===== config.mk =====
export PLATFORM = sky130hd
export DESIGN_NAME = m68k_bus_master_flat
export DESIGN_NICKNAME = d
export VERILOG_FILES = /design/src/rtl/m68k_bus_pkg.sv /design/src/rtl/m68k_bus_master_if.sv /design/src/rtl/m68k_lane_steer.sv /design/src/rtl/m68k_bus_master.sv /design/src/flat_wrapper.sv
export SDC_FILE = /design/constraint.sdc
export NUM_CORES = 1
export LEC_CHECK = 0
export CAP_MARGIN = 5
export CORE_MARGIN = 2
export CORE_UTILIZATION = 44
export CTS_BUF_LIST = sky130_fd_sc_hd__clkbuf_16
export CTS_CLUSTER_SIZE = 28
export DETAILED_ROUTE_END_ITERATION = 8
export GPL_TIMING_DRIVEN = 0
export PLACE_DENSITY_LB_ADDON = 0.05
export SYNTH_ARGS = -nofsm -noshare
export SYNTH_HDL_FRONTEND = slang
export SYNTH_SLANG_ARGS = --single-unit

===== constraint.sdc =====
create_clock -name sys_clk -period 1.9 [get_ports sys_clk]
set_input_delay 0.38 -clock sys_clk [delete_from_list [all_inputs] [get_ports sys_clk]]
set_output_delay 0.38 -clock sys_clk [all_outputs]
set_load 0.1 [all_outputs]

===== src/rtl/m68k_bus_pkg.sv =====
// Shared types and encodings for the 68000 bus-cycle engine.
package m68k_bus_pkg;

  // Bus-cycle sequencer states: S1..S7 follow the 68000 half-clock states,
  // GAP separates the two word beats of a long transfer.
  typedef enum logic [3:0] {
    IDLE,
    S1,
    S2,
    S3,
    S4,
    S5,
    S6,
    S7,
    GAP
  } state_t;

  localparam logic [1:0] SIZE_BYTE = 2'd0;
  localparam logic [1:0] SIZE_WORD = 2'd1;
  localparam logic [1:0] SIZE_LONG = 2'd2;
  localparam logic [1:0] SIZE_RSVD = 2'd3;

  localparam logic [1:0] ST_OK      = 2'd0;
  localparam logic [1:0] ST_BERR    = 2'd1;
  localparam logic [1:0] ST_TIMEOUT = 2'd2;
  localparam logic [1:0] ST_ILLEGAL = 2'd3;

endpackage


===== src/rtl/m68k_bus_master_if.sv =====
// Request / status / pad-drive bundle between the Pi register file, the
// bus-cycle engine and the Amiga bus pad wiring.
interface m68k_bus_master_if #(
  parameter int ADDR_W = 24,
  parameter int DATA_W = 16,
  parameter int WAIT_W = 8
);
  logic                mc_clk_rising;
  logic                mc_clk_falling;
  logic                dtack_n_sync;
  logic                berr_n_sync;
  logic [DATA_W-1:0]   din_sync;

  logic                req_valid;
  logic [ADDR_W-1:0]   req_addr;
  logic [1:0]          req_size;
  logic                req_read;
  logic [2:0]          req_fc;
  logic [31:0]         req_wdata;

  logic                req_busy;
  logic                done;
  logic [1:0]          status;
  logic [31:0]         rdata;
  logic [WAIT_W-1:0]   wait_states;

  logic [ADDR_W-2:0]   abus;
  logic [DATA_W-1:0]   dbus;
  logic [2:0]          fc;
  logic                abus_oe;
  logic                dbus_oe;
  logic                fc_oe;
  logic                as_oe;
  logic                rw_oe;
  logic                uds_oe;
  logic                lds_oe;

  modport master (
    input  mc_clk_rising, mc_clk_falling, dtack_n_sync, berr_n_sync, din_sync,
    input  req_valid, req_addr, req_size, req_read, req_fc, req_wdata,
    output req_busy, done, status, rdata, wait_states,
    output abus, dbus, fc, abus_oe, dbus_oe, fc_oe, as_oe, rw_oe, uds_oe, lds_oe
  );

  modport slave (
    output mc_clk_rising, mc_clk_falling, dtack_n_sync, berr_n_sync, din_sync,
    output req_valid, req_addr, req_size, req_read, req_fc, req_wdata,
    input  req_busy, done, status, rdata, wait_states,
    input  abus, dbus, fc, abus_oe, dbus_oe, fc_oe, as_oe, rw_oe, uds_oe, lds_oe
  );
endinterface


===== src/rtl/m68k_lane_steer.sv =====
// Byte-lane steering: strobe selection, write-data placement and read-data
// merge for byte, word and two-beat long transfers on a 16-bit bus.
module m68k_lane_steer
  import m68k_bus_pkg::*;
(
  input  logic [1:0]  size,
  input  logic        a0,
  input  logic        beat,
  input  logic [31:0] wdata,
  input  logic [15:0] din,
  input  logic [31:0] rdata_cur,
  output logic        uds,
  output logic        lds,
  output logic [15:0] dout,
  output logic [31:0] rdata_nxt
);

  // Lane select, write-data mux and read merge for the current beat
  always_comb begin
    uds       = 1'b1;
    lds       = 1'b1;
    dout      = wdata[15:0];
    rdata_nxt = {16'h0000, din};
    case (size)
      SIZE_BYTE: begin
        uds       = ~a0;
        lds       = a0;
        dout      = {wdata[7:0], wdata[7:0]};
        rdata_nxt = {24'h000000, (a0 ? din[7:0] : din[15:8])};
      end
      SIZE_LONG: begin
        dout      = beat ? wdata[15:0] : wdata[31:16];
        rdata_nxt = beat ? {rdata_cur[31:16], din} : {din, rdata_cur[15:0]};
      end
      default: ;
    endcase
  end

endmodule


===== src/rtl/m68k_bus_master.sv =====
// 68000 bus-cycle engine: runs one request (byte/word/long) as one or two
// S1..S7 bus cycles, with BERR termination, DTACK timeout and wait counting.
// Only DATA_W = 16 is meaningful; a long is always split into two word beats.
module m68k_bus_master
  import m68k_bus_pkg::*;
#(
  parameter int ADDR_W       = 24,
  parameter int DATA_W       = 16,
  parameter int TIMEOUT_CLKS = 255,
  parameter int WAIT_W       = 8
) (
  input  logic sys_clk,
  input  logic sys_rst_n,
  m68k_bus_master_if.master bus
);

  localparam int TW = $clog2(TIMEOUT_CLKS + 1);

  state_t              state_q, state_d;
  logic [ADDR_W-2:0]   abus_q, abus_d;
  logic                a0_q, a0_d;
  logic [1:0]          size_q, size_d;
  logic                read_q, read_d;
  logic [2:0]          fc_q, fc_d;
  logic [31:0]         wdata_q, wdata_d;
  logic                beat_q, beat_d;
  logic                busy_q, busy_d;
  logic                done_q, done_d;
  logic [1:0]          status_q, status_d;
  logic [31:0]         rdata_q, rdata_d;
  logic [WAIT_W-1:0]   wait_q, wait_d;
  logic [TW-1:0]       tcnt_q, tcnt_d, tcnt_inc;
  logic [DATA_W-1:0]   dbus_q, dbus_d;
  logic                abus_oe_q, abus_oe_d, dbus_oe_q, dbus_oe_d, fc_oe_q, fc_oe_d;
  logic                as_oe_q, as_oe_d, rw_oe_q, rw_oe_d, uds_oe_q, uds_oe_d;
  logic                lds_oe_q, lds_oe_d;

  logic                lane_uds, lane_lds;
  logic [15:0]         lane_dout;
  logic [31:0]         lane_rdata;

  m68k_lane_steer u_lane (
    .size      (size_q),
    .a0        (a0_q),
    .beat      (beat_q),
    .wdata     (wdata_q),
    .din       (bus.din_sync),
    .rdata_cur (rdata_q),
    .uds       (lane_uds),
    .lds       (lane_lds),
    .dout      (lane_dout),
    .rdata_nxt (lane_rdata)
  );

  assign tcnt_inc = tcnt_q + TW'(1);

  // State and datapath registers; async reset drops every pad enable at once
  always_ff @(posedge sys_clk or negedge sys_rst_n) begin
    if (!sys_rst_n) begin
      state_q   <= IDLE;
      abus_q    <= '0;
      a0_q      <= 1'b0;
      size_q    <= '0;
      read_q    <= 1'b0;
      fc_q      <= '0;
      wdata_q   <= '0;
      beat_q    <= 1'b0;
      busy_q    <= 1'b0;
      done_q    <= 1'b0;
      status_q  <= '0;
      rdata_q   <= '0;
      wait_q    <= '0;
      tcnt_q    <= '0;
      dbus_q    <= '0;
      abus_oe_q <= 1'b0;
      dbus_oe_q <= 1'b0;
      fc_oe_q   <= 1'b0;
      as_oe_q   <= 1'b0;
      rw_oe_q   <= 1'b0;
      uds_oe_q  <= 1'b0;
      lds_oe_q  <= 1'b0;
    end else begin
      state_q   <= state_d;
      abus_q    <= abus_d;
      a0_q      <= a0_d;
      size_q    <= size_d;
      read_q    <= read_d;
      fc_q      <= fc_d;
      wdata_q   <= wdata_d;
      beat_q    <= beat_d;
      busy_q    <= busy_d;
      done_q    <= done_d;
      status_q  <= status_d;
      rdata_q   <= rdata_d;
      wait_q    <= wait_d;
      tcnt_q    <= tcnt_d;
      dbus_q    <= dbus_d;
      abus_oe_q <= abus_oe_d;
      dbus_oe_q <= dbus_oe_d;
      fc_oe_q   <= fc_oe_d;
      as_oe_q   <= as_oe_d;
      rw_oe_q   <= rw_oe_d;
      uds_oe_q  <= uds_oe_d;
      lds_oe_q  <= lds_oe_d;
    end
  end

  // Next-state and next-output logic of the bus-cycle sequencer
  always_comb begin
    state_d   = state_q;
    abus_d    = abus_q;
    a0_d      = a0_q;
    size_d    = size_q;
    read_d    = read_q;
    fc_d      = fc_q;
    wdata_d   = wdata_q;
    beat_d    = beat_q;
    busy_d    = busy_q;
    done_d    = 1'b0;
    status_d  = status_q;
    rdata_d   = rdata_q;
    wait_d    = wait_q;
    tcnt_d    = tcnt_q;
    dbus_d    = dbus_q;
    abus_oe_d = abus_oe_q;
    dbus_oe_d = dbus_oe_q;
    fc_oe_d   = fc_oe_q;
    as_oe_d   = as_oe_q;
    rw_oe_d   = rw_oe_q;
    uds_oe_d  = uds_oe_q;
    lds_oe_d  = lds_oe_q;
    case (state_q)
      IDLE: begin
        if (bus.req_valid) begin
          abus_d   = bus.req_addr[ADDR_W-1:1];
          a0_d     = bus.req_addr[0];
          size_d   = bus.req_size;
          read_d   = bus.req_read;
          fc_d     = bus.req_fc;
          wdata_d  = bus.req_wdata;
          beat_d   = 1'b0;
          busy_d   = 1'b1;
          status_d = ST_OK;
          wait_d   = '0;
          // Illegal requests go straight to S7 so they share its done path
          if (bus.req_size == SIZE_RSVD ||
              (bus.req_size == SIZE_LONG && bus.req_addr[0])) begin
            status_d = ST_ILLEGAL;
            state_d  = S7;
          end else begin
            abus_oe_d = 1'b1;
            fc_oe_d   = 1'b1;
            state_d   = S1;
          end
        end
      end
      S1: begin
        dbus_d = lane_dout;
        if (bus.mc_clk_rising) begin
          as_oe_d = 1'b1;
          rw_oe_d = ~read_q;
          if (read_q) begin
            uds_oe_d = lane_uds;
            lds_oe_d = lane_lds;
          end
          state_d = S2;
        end
      end
      S2: begin
        if (bus.mc_clk_falling) begin
          dbus_oe_d = ~read_q;
          state_d   = S3;
        end
      end
      S3: begin
        if (bus.mc_clk_rising) begin
          if (!read_q) begin
            uds_oe_d = lane_uds;
            lds_oe_d = lane_lds;
          end
          tcnt_d  = '0;
          state_d = S4;
        end
      end
      S4: begin
        if (bus.mc_clk_falling) begin
          if (!bus.berr_n_sync) begin
            status_d = ST_BERR;
            state_d  = S6;
          end else if (!bus.dtack_n_sync) begin
            state_d = S5;
          end else begin
            if (wait_q != '1) wait_d = wait_q + WAIT_W'(1);
            tcnt_d = tcnt_inc;
            if (tcnt_inc == TW'(TIMEOUT_CLKS)) begin
              status_d = ST_TIMEOUT;
              state_d  = S6;
            end
          end
        end
      end
      S5: begin
        if (bus.mc_clk_rising) state_d = S6;
      end
      S6: begin
        if (bus.mc_clk_falling) begin
          if (read_q && status_q == ST_OK) rdata_d = lane_rdata;
          as_oe_d  = 1'b0;
          uds_oe_d = 1'b0;
          lds_oe_d = 1'b0;
          state_d  = S7;
        end
      end
      S7: begin
        abus_oe_d = 1'b0;
        dbus_oe_d = 1'b0;
        rw_oe_d   = 1'b0;
        fc_oe_d   = 1'b0;
        if (size_q == SIZE_LONG && !beat_q && status_q == ST_OK) begin
          beat_d  = 1'b1;
          abus_d  = abus_q + (ADDR_W-1)'(1);
          state_d = GAP;
        end else begin
          done_d  = 1'b1;
          busy_d  = 1'b0;
          state_d = IDLE;
        end
      end
      GAP: begin
        dbus_d = lane_dout;
        if (bus.mc_clk_falling) begin
          abus_oe_d = 1'b1;
          fc_oe_d   = 1'b1;
          state_d   = S1;
        end
      end
      default: state_d = IDLE;
    endcase
  end

  assign bus.req_busy    = busy_q;
  assign bus.done        = done_q;
  assign bus.status      = status_q;
  assign bus.rdata       = rdata_q;
  assign bus.wait_states = wait_q;
  assign bus.abus        = abus_q;
  assign bus.dbus        = dbus_q;
  assign bus.fc          = fc_q;
  assign bus.abus_oe     = abus_oe_q;
  assign bus.dbus_oe     = dbus_oe_q;
  assign bus.fc_oe       = fc_oe_q;
  assign bus.as_oe       = as_oe_q;
  assign bus.rw_oe       = rw_oe_q;
  assign bus.uds_oe      = uds_oe_q;
  assign bus.lds_oe      = lds_oe_q;

endmodule


===== src/flat_wrapper.sv =====
// flat-port wrapper written by rule: the top's interface ports become plain ports
module m68k_bus_master_flat import m68k_bus_pkg::*;
#(
  parameter int ADDR_W       = 24,
  parameter int DATA_W       = 16,
  parameter int TIMEOUT_CLKS = 255,
  parameter int WAIT_W       = 8
)
  (sys_clk, sys_rst_n, bus_mc_clk_rising, bus_mc_clk_falling, bus_dtack_n_sync, bus_berr_n_sync, bus_din_sync, bus_req_valid, bus_req_addr, bus_req_size, bus_req_read, bus_req_fc, bus_req_wdata, bus_req_busy, bus_done, bus_status, bus_rdata, bus_wait_states, bus_abus, bus_dbus, bus_fc, bus_abus_oe, bus_dbus_oe, bus_fc_oe, bus_as_oe, bus_rw_oe, bus_uds_oe, bus_lds_oe);
  m68k_bus_master_if #(.ADDR_W(ADDR_W), .DATA_W(DATA_W), .WAIT_W(WAIT_W)) bus_i ();
  input  logic sys_clk;
  input  logic sys_rst_n;
  input wire logic [$bits(bus_i.mc_clk_rising)-1:0] bus_mc_clk_rising;
  input wire logic [$bits(bus_i.mc_clk_falling)-1:0] bus_mc_clk_falling;
  input wire logic [$bits(bus_i.dtack_n_sync)-1:0] bus_dtack_n_sync;
  input wire logic [$bits(bus_i.berr_n_sync)-1:0] bus_berr_n_sync;
  input wire logic [$bits(bus_i.din_sync)-1:0] bus_din_sync;
  input wire logic [$bits(bus_i.req_valid)-1:0] bus_req_valid;
  input wire logic [$bits(bus_i.req_addr)-1:0] bus_req_addr;
  input wire logic [$bits(bus_i.req_size)-1:0] bus_req_size;
  input wire logic [$bits(bus_i.req_read)-1:0] bus_req_read;
  input wire logic [$bits(bus_i.req_fc)-1:0] bus_req_fc;
  input wire logic [$bits(bus_i.req_wdata)-1:0] bus_req_wdata;
  output wire logic [$bits(bus_i.req_busy)-1:0] bus_req_busy;
  output wire logic [$bits(bus_i.done)-1:0] bus_done;
  output wire logic [$bits(bus_i.status)-1:0] bus_status;
  output wire logic [$bits(bus_i.rdata)-1:0] bus_rdata;
  output wire logic [$bits(bus_i.wait_states)-1:0] bus_wait_states;
  output wire logic [$bits(bus_i.abus)-1:0] bus_abus;
  output wire logic [$bits(bus_i.dbus)-1:0] bus_dbus;
  output wire logic [$bits(bus_i.fc)-1:0] bus_fc;
  output wire logic [$bits(bus_i.abus_oe)-1:0] bus_abus_oe;
  output wire logic [$bits(bus_i.dbus_oe)-1:0] bus_dbus_oe;
  output wire logic [$bits(bus_i.fc_oe)-1:0] bus_fc_oe;
  output wire logic [$bits(bus_i.as_oe)-1:0] bus_as_oe;
  output wire logic [$bits(bus_i.rw_oe)-1:0] bus_rw_oe;
  output wire logic [$bits(bus_i.uds_oe)-1:0] bus_uds_oe;
  output wire logic [$bits(bus_i.lds_oe)-1:0] bus_lds_oe;
  assign bus_i.mc_clk_rising = bus_mc_clk_rising;
  assign bus_i.mc_clk_falling = bus_mc_clk_falling;
  assign bus_i.dtack_n_sync = bus_dtack_n_sync;
  assign bus_i.berr_n_sync = bus_berr_n_sync;
  assign bus_i.din_sync = bus_din_sync;
  assign bus_i.req_valid = bus_req_valid;
  assign bus_i.req_addr = bus_req_addr;
  assign bus_i.req_size = bus_req_size;
  assign bus_i.req_read = bus_req_read;
  assign bus_i.req_fc = bus_req_fc;
  assign bus_i.req_wdata = bus_req_wdata;
  assign bus_req_busy = bus_i.req_busy;
  assign bus_done = bus_i.done;
  assign bus_status = bus_i.status;
  assign bus_rdata = bus_i.rdata;
  assign bus_wait_states = bus_i.wait_states;
  assign bus_abus = bus_i.abus;
  assign bus_dbus = bus_i.dbus;
  assign bus_fc = bus_i.fc;
  assign bus_abus_oe = bus_i.abus_oe;
  assign bus_dbus_oe = bus_i.dbus_oe;
  assign bus_fc_oe = bus_i.fc_oe;
  assign bus_as_oe = bus_i.as_oe;
  assign bus_rw_oe = bus_i.rw_oe;
  assign bus_uds_oe = bus_i.uds_oe;
  assign bus_lds_oe = bus_i.lds_oe;
  m68k_bus_master #(.ADDR_W(ADDR_W), .DATA_W(DATA_W), .TIMEOUT_CLKS(TIMEOUT_CLKS), .WAIT_W(WAIT_W)) u_core (.sys_clk(sys_clk), .sys_rst_n(sys_rst_n), .bus(bus_i));
endmodule

After elaboration in Yosys (flattened, before gate mapping)
Index checks and enable logic that the tools add are counted.
{"block": "op_classes", "bitwise": 2, "n_mux": 71, "reduce_logical": 32, "add_sub_neg": 3, "n_eq_ne": 34}
{"operator": "two-way mux 8 bit", "n": 10}
{"operator": "one-hot mux 32 bit (2 select lines)", "n": 1}
{"operator": "two-way mux 4 bit", "n": 12}
{"operator": "two-way mux 23 bit", "n": 2}
{"operator": "one-hot mux 23 bit (2 select lines)", "n": 1}
{"operator": "one-hot mux 4 bit (9 select lines)", "n": 1}
{"operator": "two-way mux 32 bit", "n": 1}
{"operator": "one-hot mux 16 bit (2 select lines)", "n": 1}
{"operator": "one-hot mux 8 bit (2 select lines)", "n": 2}
{"operator": "inequality test 2 bit, second input constant", "n": 14}
{"operator": "adder 23 x 1 -> 23 bit, second input constant", "n": 1}
{"operator": "two-way mux 1 bit", "n": 23}
{"operator": "adder 8 x 1 -> 8 bit, second input constant", "n": 2}
{"operator": "equality test 4 x 3 -> 1 bit, second input constant", "n": 4}
{"operator": "two-way mux 16 bit", "n": 1}
{"operator": "two-way mux 2 bit", "n": 6}
{"operator": "AND reduction 4 bit", "n": 3}
{"operator": "AND reduction 6 bit", "n": 2}
{"operator": "nonzero test 2 bit", "n": 6}
{"operator": "one-hot mux 1 bit (2 select lines)", "n": 5}
{"operator": "AND reduction 5 bit", "n": 2}
{"operator": "one-hot mux 1 bit (3 select lines)", "n": 3}
{"operator": "AND reduction 3 bit", "n": 3}
{"operator": "AND reduction 9 bit", "n": 1}
{"operator": "other kinds (21)", "n": 35}
{"block": "word_totals", "register_bits": 141, "word_cells": 164, "output_inout_bits": 93, "input_bits": 85}

Longest topological paths before layout
Gate-level depths: netlist of the first run.
{"block": "depth", "word_depth": 7, "mapped_depth": 8, "mapped_depth_nobuf": 6}

Modules after synthesis
Synthesis of the first run repeated with hierarchy kept, for this count alone.
{"block": "unflattened", "hier_cells": 823, "hier_area_um2": 7802.5}
{"module": "m68k_bus_master", "area_each_um2": 6711.4, "cells_per_inst": 661, "n_inst": 1, "seq_area_each_um2": 3528.4}
{"module": "m68k_lane_steer", "area_each_um2": 1091.0, "cells_per_inst": 162, "n_inst": 1, "seq_area_each_um2": 0.0}

Worst setup path after synthesis of the first run
OpenSTA, ideal clock, no wires.
{"block": "synth_timing", "path_type": "register to register", "start": "register u_core.abus_q[7] (netlist: u_core.bus.abus[7])", "end": "register u_core.abus_q[19] (netlist: u_core.bus.abus[19])", "period_less_slack_ns": 2.603, "required_ns": 1.764, "arrival_ns": 2.467, "setup_ns": 0.136, "path_buffers": 0, "path_stages_with_launch": 6, "slack_ns": -0.703, "path_cell_list": "dfrtp_1 > nand4_1 > nor4_1 > a21oi_1 > o31ai_1 > o21ai_0"}
{"block": "synth_via", "elab_chain_cells": 3}
{"item": "start: declaration", "line": "m68k_bus_master.sv:20", "rtl": "logic [ADDR_W-2:0] abus_q, abus_d;"}
{"item": "start signal: assignment", "line": "m68k_bus_master.sv:84", "rtl": "abus_q <= abus_d;"}
{"item": "adder 23 x 1 -> 23 bit", "line": "m68k_bus_master.sv:221", "rtl": "abus_d = abus_q + (ADDR_W-1)'(1);"}
{"item": "two-way mux 23 bit", "line": "m68k_bus_master.sv:219", "rtl": "if (size_q == SIZE_LONG && !beat_q && status_q == ST_OK) begin"}
{"item": "one-hot mux 23 bit (2 select lines)", "line": "m68k_bus_master.sv:132", "rtl": "case (state_q)"}
Every way passes these cells. The select of a mux whose other input is x is not followed.
A chain may end at the register's enable or synchronous reset.

Worst setup path after layout of the first run
{"block": "layout_timing", "start": "register u_core.state_q[0]", "end": "register u_core.tcnt_q[6]"}
{"block": "layout_via", "elab_chain_cells": 3, "word_cells_on_any_way": 9, "classes_between": "eq/ne (6); mux (1); reduce/logical (2)"}
{"item": "start: declaration", "line": "m68k_bus_master.sv:19", "rtl": "state_t state_q, state_d;"}
{"item": "start signal: assignment", "line": "m68k_bus_master.sv:83", "rtl": "state_q <= state_d;"}
{"item": "equality test 4 x 3 -> 1 bit or equality test 4 x 2 -> 1 bit (tied branches)", "line": "m68k_bus_master.sv:132"}
{"item": "inequality test 2 bit (no source line) or nonzero test 2 bit (tied branches)"}
{"item": "AND reduction 5 bit (no source line)"}
{"item": "end signal: assignment", "line": "m68k_bus_master.sv:96", "rtl": "tcnt_q <= tcnt_d;"}
{"item": "end: declaration", "line": "m68k_bus_master.sv:32", "rtl": "logic [TW-1:0] tcnt_q, tcnt_d, tcnt_inc;"}
Parallel ways exist; a longest one is shown, timed or not.

==> impl_metrics.ini, run 1 <==
[placement]
io_buffers = 176
placed_cell_area_um2 = 8944
dp_hpwl_um = 14290
place.gp.congestion = 0.9040

[layout]
finalInstanceArea_um2 = 10050
fin_nets = 1056
final_cell_mix = 193 x nand2_1, 113 x dfrtp_1, 92 x clkdlybuf4s15_2
layout-drive-gt1-share_pct = 25.03
area_growth_pct = 46.99
utilization_pct = 66.09
antennaDiodeCount = 0
layout_commonest_cell = nand2_1

[critical_path]
startpoint = u_core.state_q[0]
r2r-end = u_core.tcnt_q[6]
path_max_fanout = 7
path_class = register to register
r2r_setup_slack_ns = -0.08
required_ns = 2.23
ff2ff_path_depth = 8
reg2reg_from = u_core.state_q[0]
crit_path_start_kind = register
crit_end = u_core.tcnt_q[6]
crit_path_end_kind = register
crit_arrival_ns = 2.31

[global_route]
grtUsageMet2_pct = 39.50
grt_pass1_vias = 6392
grt_overflow = 0
grt_start_max_net_pins = 100
grt_pass1_wl_um = 32460
grt.total_usage_pct = 25.04
antenna_found_initial = 0
grt_busiest_layer = met2
grtUsageMet3_pct = 5.821
grt_use_met1_pct = 33.57

[sta]
finalCritPeriodShare_pct = 104.2
slew_violations = 0
setup_violations = 11
rsz0062_at_grt = true
worst_pin_slew_ns = 0.9725
final_hold_viol_count = 0
finalClockSkew_ns = 0.007590
fmax_ghz = 0.5051
setup_slack_ns = -0.07985
finalSetupTns_ns = -0.4561
slew_headroom_pct = 34.81
fin_crit_ns = 1.980

[synthesis]
synthCells = 751
synth_edf_count = 0
syn_area_per_cell_um2 = 9.102
async_flop_share_pct = 100.0
ys.warnings.count = 0
synth-seq-cells = 141
syn_nets = 840
synth_ff_type = dfrtp_1
seq_area_frac_synth_pct = 51.62
syn-cell-area_um2 = 6835
synth_cell_types = 59

[cts]
cts-root-buf = clkbuf_16
max-clock-path-buffers = 2
cts.sinks = 141
cts_max_level = 4
tritoncts = yes
cts_inserted_buffers = 17
clk_latency_ns = 0.42
clk_pin_slew_worst_paths_ns = 0.06

[route]
routedWlPerCell_um = 17.68
drc = 0
first_iter_violations = 597
dr.pass1.iters = 6
vias = 6631
avgViaCountPerCell = 5.682
drt-total-wl_um = 20630
ant_nets = 0

[floorplanning]
row_count = 45
ioPinCount = 178
coreArea_um2 = 15200
fp.dieH_um = 128.6
die_area_um2 = 16550
start_util_pct = 44.96
die_w_um = 128.6

[run]
cap_violations = 0

[status]
violations = negative setup slack
status = finished with violations

[power_and_ir_drop]
power_density_nw_per_um2 = 1934
irDropWorstVdd_mv = 0.9241
power_leakage_nw = 4.365

[min_path]
hp-class = input port to async pin
synthesized netlist by cell type (3+ instances only):
master      n  area (µm²)
o22ai_1    16       100.1
nand3_1    29       145.1
nor3b_1     4       30.03
o31ai_1    11       82.58
a211oi_1    3       22.52
a22o_1     16       140.1
or3_1       5       31.28
a31oi_1     5       31.28
nand4_1     9       56.30
inv_1      10       37.54
o2bb2a_1    4       40.04
buf_6       3       33.78
o22a_1     12       105.1
nand2_1   193       724.4
dfrtp_1   141        3528
and2_1      6       37.54
o21ai_0    59       295.3
nor3_1     15       75.07
and3_1     11       68.82
buf_1       4       15.01
mux2i_1    21       210.2
nand2b_1    7       43.79
a21oi_1    36       180.2
buf_2       5       25.02
nor2_1     39       146.4
a21o_1      4       30.03
clkbuf_1   35       131.4
ha_1        4       50.05
xor2_1      6       52.55
kinds of logic (layout without fill, tap and decap cells):
group	Yosys count	count (layout)	share of synthesized area, %
adders and majority gates	4	4	0.7322
buffers and inverters	60	288	3.844
and+or+nand+nor	332	332	21.89
DFF	141	141	51.62
AOI/OAI and AO/OA	186	186	17.94
muxes	21	21	3.075
xor gates and xnor gates	7	7	0.8970
repair_timing:
action | in CTS | in global routing
pin swaps | 5 | 12
buffers inserted | 6 | 18
endpoints found under the hold margin | 42 | 0
hold buffers | 1 | 0
gates resized for setup | 325 | 65
endpoints found under the setup margin | 196 | 74
final cells by class:
type	count	area, µm²
fill	1226	5155
sequential	141	3588
multi-input combinational	550	3236
timing repair buffer	202	2110
clock buffer	17	425.4
buffer	45	294.0
tap	188	235.2
clock inverter	14	121.4
inverter	10	37.54
registers in the layout (all words and copies together) (netlist names):
name / flops
u_core.tcnt_q: 8
u_core.bus.done: 1
u_core.beat_q: 1
u_core.bus.dbus: 16
u_core.bus.as_oe: 1
u_core.bus.uds_oe: 1
u_core.bus.fc: 3
u_core.bus.status: 2
u_core.size_q: 2
u_core.read_q: 1
u_core.bus.rw_oe: 1
u_core.bus.lds_oe: 1
u_core.bus.req_busy: 1
u_core.state_q: 4
u_core.bus.wait_states: 8
u_core.bus.dbus_oe: 1
u_core.bus.abus: 23
u_core.wdata_q: 32
u_core.bus.rdata: 32
u_core.a0_q: 1
u_core.bus.fc_oe: 1
how the worst min path moves through the flow:
stage / endpoint / slack [ns] / cells after the start
after floorplan: u_core.a0_q / 0.08 / 0
after global placement: u_core.wdata_q[22] / 0.46 / 2
after detailed placement: u_core.bus.abus[8] / 0.32 / 1
after CTS: u_core.bus.as_oe / 0.41 / 3
after global routing: u_core.bus.abus[8] / 0.47 / 2
final: u_core.bus.abus[9] / 0.44 / 2
per-layer routing:
layer / part of all wire [%] / routed length, µm / vias up
met3: 7.4 / 1528 / 43
met2: 47 / 9677 / 303
met5: 0 / 0 / -
met1: 43 / 8928 / 3204
met4: 2.4 / 493 / 0
li1: - / - / 3081
stage by stage:
stage                     hold slack (ns)  std cells  setup WS (ns)  total power [mW]
final                              0.4403       1167       -0.07985             19.43
after detailed placement           0.3199       1116        -0.6153             15.91
after floorplan                   0.08441        751       -0.04571             13.08
after global routing               0.4717       1167        -0.1876             20.34
after global placement             0.4580       1115         -6.177             15.71
after CTS                          0.4122       1150       -0.07635             18.99
power by group:
group          switching (mW)  internal, mW  leakage (nW)  total, mW
combinational            8.14          2.99          2.34       11.1
clock                    1.31          1.79         0.257       3.09
sequential              0.997          4.21          1.77       5.21
critical path, cell delays in order (launching register included):
cell	delay (ns)
dfrtp_1	0.37
buf_6	0.13
or2_1	0.21
buf_6	0.14
or3_1	0.34
a21o_1	0.17
buf_6	0.13
nand2b_4	0.19
o31ai_1	0.21
No activity file was read; power rests on OpenSTA's default activity.
==> run 2: changes to the inputs <==
--- a/config.mk
+++ b/config.mk
@@ -7,10 +7,11 @@
 export LEC_CHECK = 0
 export CAP_MARGIN = 5
 export CORE_MARGIN = 2
-export CORE_UTILIZATION = 44
+export CORE_UTILIZATION = 50
 export CTS_BUF_LIST = sky130_fd_sc_hd__clkbuf_16
 export CTS_CLUSTER_SIZE = 28
 export DETAILED_ROUTE_END_ITERATION = 8
+export DONT_BUFFER_PORTS = 1
 export GPL_TIMING_DRIVEN = 0
 export PLACE_DENSITY_LB_ADDON = 0.05
 export SYNTH_ARGS = -nofsm -noshare
==> impl_metrics.ini, run 2 (synthesized netlist as in run 1, its figures left out) <==
[layout]
finalInstanceArea_um2 = 8394
layout_commonest_cell = nand2_1
final_cell_mix = 189 x nand2_1, 107 x dfrtp_1, 45 x o21ai_0
seq_area_um2 = 3613
layout-drive-gt1-share_pct = 22.95
multi_input_area_um2 = 3401
fin_nets = 883
fillers = 1105
antennaDiodeCount = 0
area_growth_pct = 22.81

[global_route]
grt_pass1_wl_um = 30470
grt_pass1_vias = 5773
grt_overflow = 0
grt.total_usage_pct = 26.88
grt_start_max_net_pins = 142
antenna_found_initial = 0

[critical_path]
crit_arrival_ns = 2.36
crit_path_start_kind = register
path_max_fanout = 6
path_class = register to register
crit_path_end_kind = register
required_ns = 2.21
crit_slowest_cell = dfrtp_4
cp_cell_sequence = ha_4, nand4_1, nor3_4, buf_6, nand3_2, o22ai_2, o2bb2a_4
slowest_delay_ns = 0.65

[route]
vias = 6002
drt-total-wl_um = 20040
dr.pass1.iters = 6
avgViaCountPerCell = 6.112
first_iter_violations = 653
routedWlPerCell_um = 20.40
drc = 0
ant_nets = 0

[sta]
worst_pin_slew_ns = 1.024
setup_slack_ns = -0.1463
slew_headroom_pct = 31.73
timing.hold.ws_ns = -0.3449
fin_crit_ns = 2.046
setup_violations = 18
finalCritPeriodShare_pct = 107.7
final_hold_viol_count = 141
fmax_ghz = 0.4887
finalClockSkew_ns = 0.007056
slew_violations = 0
rsz0062_at_grt = true

[cts]
cts_inserted_buffers = 17
tritoncts = yes
clk_latency_ns = 0.42
max-clock-path-buffers = 2
cts.sinks = 141
cts_max_level = 4
cts-root-buf = clkbuf_16
clk_pin_slew_worst_paths_ns = 0.06

[min_path]
hp-class = input port to async pin

[placement]
io_buffers = 0
dp_hpwl_um = 13080
placed_cell_area_um2 = 7138
place.gp.congestion = 0.8619

[status]
status = finished with violations
violations = negative hold slack, negative setup slack

[floorplanning]
coreArea_um2 = 13300
fp.dieH_um = 120.9
ioPinCount = 178
die_w_um = 120.9
die_area_um2 = 14620
start_util_pct = 51.41
row_count = 42

[run]
cap_violations = 0
-- run 2: final timing paths --
kind                               startpoint  cells past startpoint                         to  slack, ns
setup / recovery           u_core.bus.abus[0]                      7        u_core.bus.abus[16]      -0.15
max in group asynchronous           sys_rst_n                      0  u_core.bus.wait_states[0]       1.97
hold reg to reg            u_core.wdata_q[18]                      2         u_core.wdata_q[18]       0.48
min in group sys_clk          bus_req_size[0]                      2           u_core.size_q[0]       0.06
setup reg to reg           u_core.bus.abus[0]                      7        u_core.bus.abus[16]      -0.15
hold / removal                      sys_rst_n                      0         u_core.bus.abus[8]      -0.34
-- run 2: critical path: cells and delay by family (launching register included) --
family / cells / cell delay [ns]
flip-flops: 1 / 0.65
adder cells (fa/ha/maj): 1 / 0.20
buffers and inverters: 1 / 0.15
AO/OA/AOI/OAI: 2 / 0.34
AND/OR/NAND/NOR: 3 / 0.59
-- run 2: repair_timing --
| item | in CTS | in global routing |
|---|---|---|
| endpoints found under the hold margin | 141 | 141 |
| setup buffers | 18 | 16 |
| gates cloned | 1 | 0 |
| pin swaps | 26 | 27 |
| gates resized for setup | 81 | 89 |
| endpoints found under the setup margin | 114 | 99 |
-- run 2: final cells by class --
class                           count  area share, %
Buffer                             40          3.100
Clock buffer                       17          5.068
Clock inverter                     14          1.848
Inverter                           10         0.4919
Multi-Input combinational cell    551          40.51
Sequential cell                   141          43.05
Tap cell                          176          2.623
Timing Repair Buffer               33          3.309
-- run 2: metal layers --
metal	wire length, µm	global-route usage, %	vias up
li1	-	-	2743
met1	8189	34.47	2931
met2	9472	42.94	289
met3	2047	9.398	39
met4	325	8.140	0
met5	0	0	-
-- run 2: metrics by stage --
step	TNS [ns]	util, %	cells	setup WS (ns)
2_1_floorplan	-0.05456	-	751	-0.04571
3_3_place_gp	-27.40	53.69	927	-0.4905
3_5_place_dp	-29.38	53.69	927	-0.4696
4_1_cts	-0.3788	60.77	974	-0.1004
5_1_grt	-2.892	63.14	982	-0.1988
6_report	-0.9960	63.14	982	-0.1463
Power of run 2 is left out: the tool's default activity adds up to more than one toggle a clock period on the data nets, which glitch-free logic cannot reach.
==> run 3: changes to the inputs <==
--- a/config.mk
+++ b/config.mk
@@ -7,11 +7,10 @@
 export LEC_CHECK = 0
 export CAP_MARGIN = 5
 export CORE_MARGIN = 2
-export CORE_UTILIZATION = 50
+export CORE_UTILIZATION = 44
 export CTS_BUF_LIST = sky130_fd_sc_hd__clkbuf_16
 export CTS_CLUSTER_SIZE = 28
 export DETAILED_ROUTE_END_ITERATION = 8
-export DONT_BUFFER_PORTS = 1
 export GPL_TIMING_DRIVEN = 0
 export PLACE_DENSITY_LB_ADDON = 0.05
 export SYNTH_ARGS = -nofsm -noshare
==> results of run 3 <==
No change in the layout: final DEF, timing and power equal those of run 1.
